==> src/rtl/pipeline_1.sv <==
// rtl/pipeline_1.sv - 3-stage pipelined 16-lane dot-product neuron core (optional macro SIGNED_W_EN: signed weights)
module pipeline_1 #(
    parameter int LANES = 16,
    parameter int DW    = 8,
    parameter int SW    = 20
) (
    input  logic                clk,
    input  logic                rst_n,
    input  logic [LANES*DW-1:0] p,
    input  logic [LANES*DW-1:0] w,
    output logic [SW-1:0]       s
);

`ifdef SIGNED_W_EN
    // One extra bit holds the sign of an unsigned-pixel by signed-weight product.
    localparam int PW = 2*DW + 1;
`else
    localparam int PW = 2*DW;
`endif
    // Four products per partial sum need two growth bits.
    localparam int PSW    = PW + 2;
    localparam int GROUPS = LANES / 4;

    logic [PW-1:0]  prod_d [LANES];
    logic [PW-1:0]  prod_q [LANES];
    logic [PSW-1:0] psum_d [GROUPS];
    logic [PSW-1:0] psum_q [GROUPS];
    logic [SW-1:0]  s_d;
    logic [SW-1:0]  s_q;

    assign s = s_q;

    // Operands are extended to the product width first; the low PW bits of the
    // product are then correct for both the unsigned and the signed-weight case.
    function automatic logic [PW-1:0] mul_lane(input logic [DW-1:0] pv, input logic [DW-1:0] wv);
        logic [PW-1:0] pe;
        logic [PW-1:0] we;
        pe = {{(PW-DW){1'b0}}, pv};
`ifdef SIGNED_W_EN
        we = {{(PW-DW){wv[DW-1]}}, wv};
`else
        we = {{(PW-DW){1'b0}}, wv};
`endif
        return pe * we;
    endfunction

    function automatic logic [PSW-1:0] ext_prod(input logic [PW-1:0] x);
`ifdef SIGNED_W_EN
        return {{(PSW-PW){x[PW-1]}}, x};
`else
        return {{(PSW-PW){1'b0}}, x};
`endif
    endfunction

    function automatic logic [SW-1:0] ext_psum(input logic [PSW-1:0] x);
`ifdef SIGNED_W_EN
        return {{(SW-PSW){x[PSW-1]}}, x};
`else
        return {{(SW-PSW){1'b0}}, x};
`endif
    endfunction

    // Stage 1 inputs: one product per lane.
    always_comb begin
        for (int i = 0; i < LANES; i++) begin
            prod_d[i] = mul_lane(p[DW*i +: DW], w[DW*i +: DW]);
        end
    end

    // Stage 2 inputs: partial k adds products 4k..4k+3.
    always_comb begin
        for (int k = 0; k < GROUPS; k++) begin
            psum_d[k] = '0;
            for (int j = 0; j < 4; j++) begin
                psum_d[k] = psum_d[k] + ext_prod(prod_q[4*k + j]);
            end
        end
    end

    // Stage 3 input: total of the partial sums.
    always_comb begin
        s_d = '0;
        for (int k = 0; k < GROUPS; k++) begin
            s_d = s_d + ext_psum(psum_q[k]);
        end
    end

    // Pipeline registers; reset discards everything in flight immediately.
    always_ff @(posedge clk or negedge rst_n) begin
        if (!rst_n) begin
            for (int i = 0; i < LANES; i++) begin
                prod_q[i] <= '0;
            end
            for (int k = 0; k < GROUPS; k++) begin
                psum_q[k] <= '0;
            end
            s_q <= '0;
        end else begin
            for (int i = 0; i < LANES; i++) begin
                prod_q[i] <= prod_d[i];
            end
            for (int k = 0; k < GROUPS; k++) begin
                psum_q[k] <= psum_d[k];
            end
            s_q <= s_d;
        end
    end

endmodule

==> config.mk <==
export PLATFORM = sky130hd
export DESIGN_NAME = pipeline_1
export DESIGN_NICKNAME = d
export VERILOG_FILES = /design/src/rtl/pipeline_1.sv
export SDC_FILE = /design/constraint.sdc
export NUM_CORES = 2
export LEC_CHECK = 0
export ABC_AREA = 1
export CAP_MARGIN = 20
export CORE_MARGIN = 8
export CORE_UTILIZATION = 63
export DETAILED_ROUTE_END_ITERATION = 12
export PLACE_DENSITY_LB_ADDON = 0.25
export SLEW_MARGIN = 40
export SYNTH_ARGS = -nofsm -noshare
export SYNTH_HDL_FRONTEND = slang
export SYNTH_SLANG_ARGS = --single-unit
==> constraint.sdc <==
create_clock -name clk -period 3.6 [get_ports clk]
set_input_delay 0.72 -clock clk [delete_from_list [all_inputs] [get_ports clk]]
set_output_delay 0.72 -clock clk [all_outputs]
set_load 0.01 [all_outputs]
**Yosys cells after proc, flatten, opt, wreduce, memory -nomap -nowiden**

Index checks and enable logic that the tools add are counted.

- Output and inout bits: 20
- Flip-flop bits (word level): 348
- Word-level logic and storage cells: 52
- Input bits: 258

- Add/subtract/negate cells: 15
- Multiply operators: 16

Operators with widths:

| cell | number |
|---|---|
| multiplier 8 x 8 -> 16 bit | 16 |
| adder 17 x 16 -> 18 bit | 4 |
| adder 18 x 16 -> 18 bit | 4 |
| adder 16 x 16 -> 17 bit | 4 |
| adder 19 x 18 -> 20 bit | 1 |
| adder 20 x 18 -> 20 bit | 1 |
| adder 18 x 18 -> 19 bit | 1 |

**Logic depth before layout (Yosys ltp)**

- Depth after elaboration: 3
- Mapped depth: 20
- Depth with buffers taken out: 19

**Least setup slack after synthesis**

No wires, ideal clock.

- Kind: input-to-reg
- From: input port p[69]
- To: register prod_q[126] (netlist bit)
- Required time: 3.483 ns
- Path slack: -0.566 ns
- Stages: 18
- Setup time: 0.117 ns
- Buffers on the path: 1
- Arrival time: 4.050 ns
- Cells stage by stage: clkbuf_1 -> nand2_1 -> fa_1 -> fa_1 -> inv_1 -> fa_1 -> inv_1 -> fa_1 -> inv_1 -> ha_1 -> a21oi_1 -> nor2_1 -> nor2_1 -> nand2_1 -> nand2_1 -> nand2_1 -> nand2_1 -> nand2_1

RTL lines:

| element | line | source |
|---|---|---|
| start, declared | 9 | `input logic [LANES*DW-1:0] p,` |
| end signal, assigned by index | 100 | `prod_q[i] <= prod_d[i];` |
| end, declared | 25 | `logic [PW-1:0] prod_q [LANES];` |

==> flow_metrics.tcl <==
set metrics [dict create \
    status "complete, but fails checks" \
    violated_checks "negative setup slack" \
    drc 0 \
    finalWeightedCongestion 0.947 \
    maxCapViolations 0 \
    buffer_ports.inserted 277 \
    clock_latency_ns 0.56 \
    delay_heaviest_family_cp "adder cells" \
    drt_pass1_iterations 6 \
    postSynth.asyncResetShare 1.00 \
    post-route-min-period_ns 3.71 \
    cts_hold_buf 0 \
    finalWirelength_mm 137 \
    post-synth-top-area-fraction 0.283 \
    yosys.area.top_type "fa_1" \
    max_slew.worst_pin.slew_ns 0.722 \
    final_cells 8625 \
    cp-startpoint "p[59]" \
    routed-via-count 44465 \
    worstSetupEndpointType "flop" \
    detailed_place_hpwl_mm 108 \
    grt_usage 0.284 \
    chipHeight_um 304 \
    r2r-start "psum_q[1]" \
    first_global_vias 47757 \
    startpoint_type "input pin" \
    antenna-diode-count 0 \
    post_synthesis_register_bit_count 348 \
    syn-instance-count 6713 \
    floorplan.core_area_mm2 0.0822 \
    timing.clock.skew_ns 0.0227 \
    hold_viol_final 0 \
    cts-buffers-inserted 39 \
    cts_tree "built" \
    finalSetupViolations 13 \
    clock-root-buffer "clkbuf_16" \
    grt_setup_unrepaired "true" \
    crit_required_ns 4.02 \
    holdCritPathClass "in2async" \
    area.growth.synth_to_final_pct 26.8 \
    die_width_um 304 \
    crit_path_slowest_cell "fa_1" \
    total_count_of_max_transition_violations_in_the_final_report 0 \
    max_slew_margin 0.518 \
    synth_cell_types 32 \
    design.portCount 278 \
    pin_count_of_the_biggest_net_entering_global_routing 97 \
    route.detailed.vias_per_inst 5.16 \
    maxClockFrequency_mhz 270 \
    rows 105 \
    worst_slack_ns -0.110 \
    critical_path.max_fanout 4 \
    wire_per_inst_um 15.9 \
    yosys.cell_count.top_type "inv_1" \
    start_util 0.637 \
    drtAntennaViolNets 0 \
    grt_antenna_before_repair 1 \
    share_of_post_route_cells_with_drive_strength_above_1 0.260 \
    total_overflow_reported_by_the_global_router 0 \
    synth_commonest_cells "1923 x inv_1, 1830 x nand2_1, 740 x fa_1" \
    post_synth.cell_area_avg_um2 7.81 \
    crit_path_largest_cell_delay_ns 0.56 \
    yosys_synthesis_warning_count 0 \
    path_clk_slew_ns 0.06 \
    synth-edff-count 0 \
    drt-initial-drc-count 2688 \
    synth-seq-area-share 0.166 \
    finalNetCount 9190 \
    design.die.area_mm2 0.0927 \
    worst_path_most_repeated_cell "inv_2" \
    cp.buffers_inverters 6 \
    arrival_ns 4.13 \
    htree_num_levels 2 \
    clock-sinks 348 \
    synth_area_mm2 0.0524 \
    synth_fp_nets 8374 \
    clk_path_buf_depth 3 \
    totalNegativeSetupSlack_ns -0.637 \
    critical_path_cell_by_cell "buf_12, nand2_4, inv_2, fa_1, inv_2, fa_1, inv_2, fa_1, inv_2, fa_2, inv_2, ha_4, a21oi_4, o21a_1, nand2_2, nand2_1, nand2_1, nand2_1, nand2_1" \
    final.period_utilization 1.03 \
    wire_length_of_the_first_global_routing_pass_mm 221 \
    fillCellCount 5106 \
    post-place-cells 8484 \
    ys_top_cells_by_area "fa_1 28%, dfrtp_1 17%, ha_1 16%, inv_1 14%, nand2_1 13%" \
    timing_worst_setup_path_type "in2reg" \
    synth_top_flop_cell "dfrtp_1" \
]
[path summary, 6_finish.rpt]
path / cells after the start / endpoint / slack, ns
setup / recovery: 19 / prod_q[140] / -0.11
hold / removal: 1 / prod_q[159] / 0.09
setup reg to reg: 14 / s[15] / 0.50
hold reg to reg: 1 / psum_q[54] / 0.49
max in group asynchronous: 2 / prod_q[253] / 2.41
min in group clk: 1 / psum_q[54] / 0.49
[sequential cells by signal, summed over array words and instances (netlist names)]
name	flops
prod_q	256
s	20
psum_q	72
[cell usage in the layout (no fill, tap or decap), drive strengths merged, types with 2 or more instances in the layout]
cell type | Yosys | final
a31oi | 24 | 24
o21ai | 91 | 91
clkbuf | 256 | 80
and2 | 2 | 2
nor3 | 46 | 46
nand4 | 43 | 43
buf | 0 | 941
o211ai | 2 | 2
a21oi | 192 | 192
o21bai | 9 | 9
clkdlybuf4s15 | 0 | 10
xor2 | 122 | 122
fa | 740 | 740
ha | 663 | 663
xnor2 | 40 | 40
a21o | 15 | 15
nand3b | 4 | 4
dlygate4sd2 | 0 | 6
clkinv | 0 | 7
dfrtp | 348 | 348
nor2 | 159 | 159
clkdlybuf4s50 | 0 | 38
dlymetal6s2s | 0 | 12
o21a | 9 | 9
nand2 | 1850 | 1850
nand3 | 168 | 168
inv | 1929 | 1931
[repair_timing]
| item | 4_1_cts | 5_1_grt |
|---|---|---|
| hold endpoints to repair | 0 | 0 |
| setup buffers | 31 | 54 |
| setup endpoints to repair | 160 | 133 |
| resized for setup | 1025 | 1073 |
| pin swaps | 305 | 553 |
[through the flow]
step	util	setup slack, ns	hold WS, ns	area, µm²
2_1_floorplan	-	-0.389	0.424	55900
3_3_place_gp	0.755	-1.02	0.472	62100
3_5_place_dp	0.755	-1.11	0.476	62100
4_1_cts	0.774	-0.0724	0.0971	63600
5_1_grt	0.808	-0.215	0.118	66500
6_report	0.808	-0.110	0.0853	66500
[final cells by class]
class | instances | area (µm²) | share of cell area
clock buffer | 56 | 1090 | 0.0164
clock inverter | 11 | 93.8 | 0.00141
inverter | 1929 | 7250 | 0.109
multi-input combinational | 4180 | 39200 | 0.591
sequential | 348 | 8710 | 0.131
tap | 1070 | 1340 | 0.0201
timing repair buffer | 1031 | 8720 | 0.131
[routing by layer]
layer	wire length, µm	GRT usage	share of wire
met5	13	0	0.000095
met4	4930	0.0919	0.036
met3	7050	0.0388	0.051
met2	70900	0.514	0.52
met1	54000	0.347	0.39
[logic make-up after synthesis]
kind of cell,after synthesis,synth area share
AND/OR/NAND/NOR,2273,0.173
buffers and inverters,2185,0.156
adder cells (fa/ha/maj),1403,0.441
flip-flops,348,0.166
AO/OA/AOI/OAI,342,0.0370
XOR/XNOR,162,0.0271
Power is left out: the tool's default activity adds up to more than one toggle a clock period on the data nets, which glitch-free logic cannot reach.
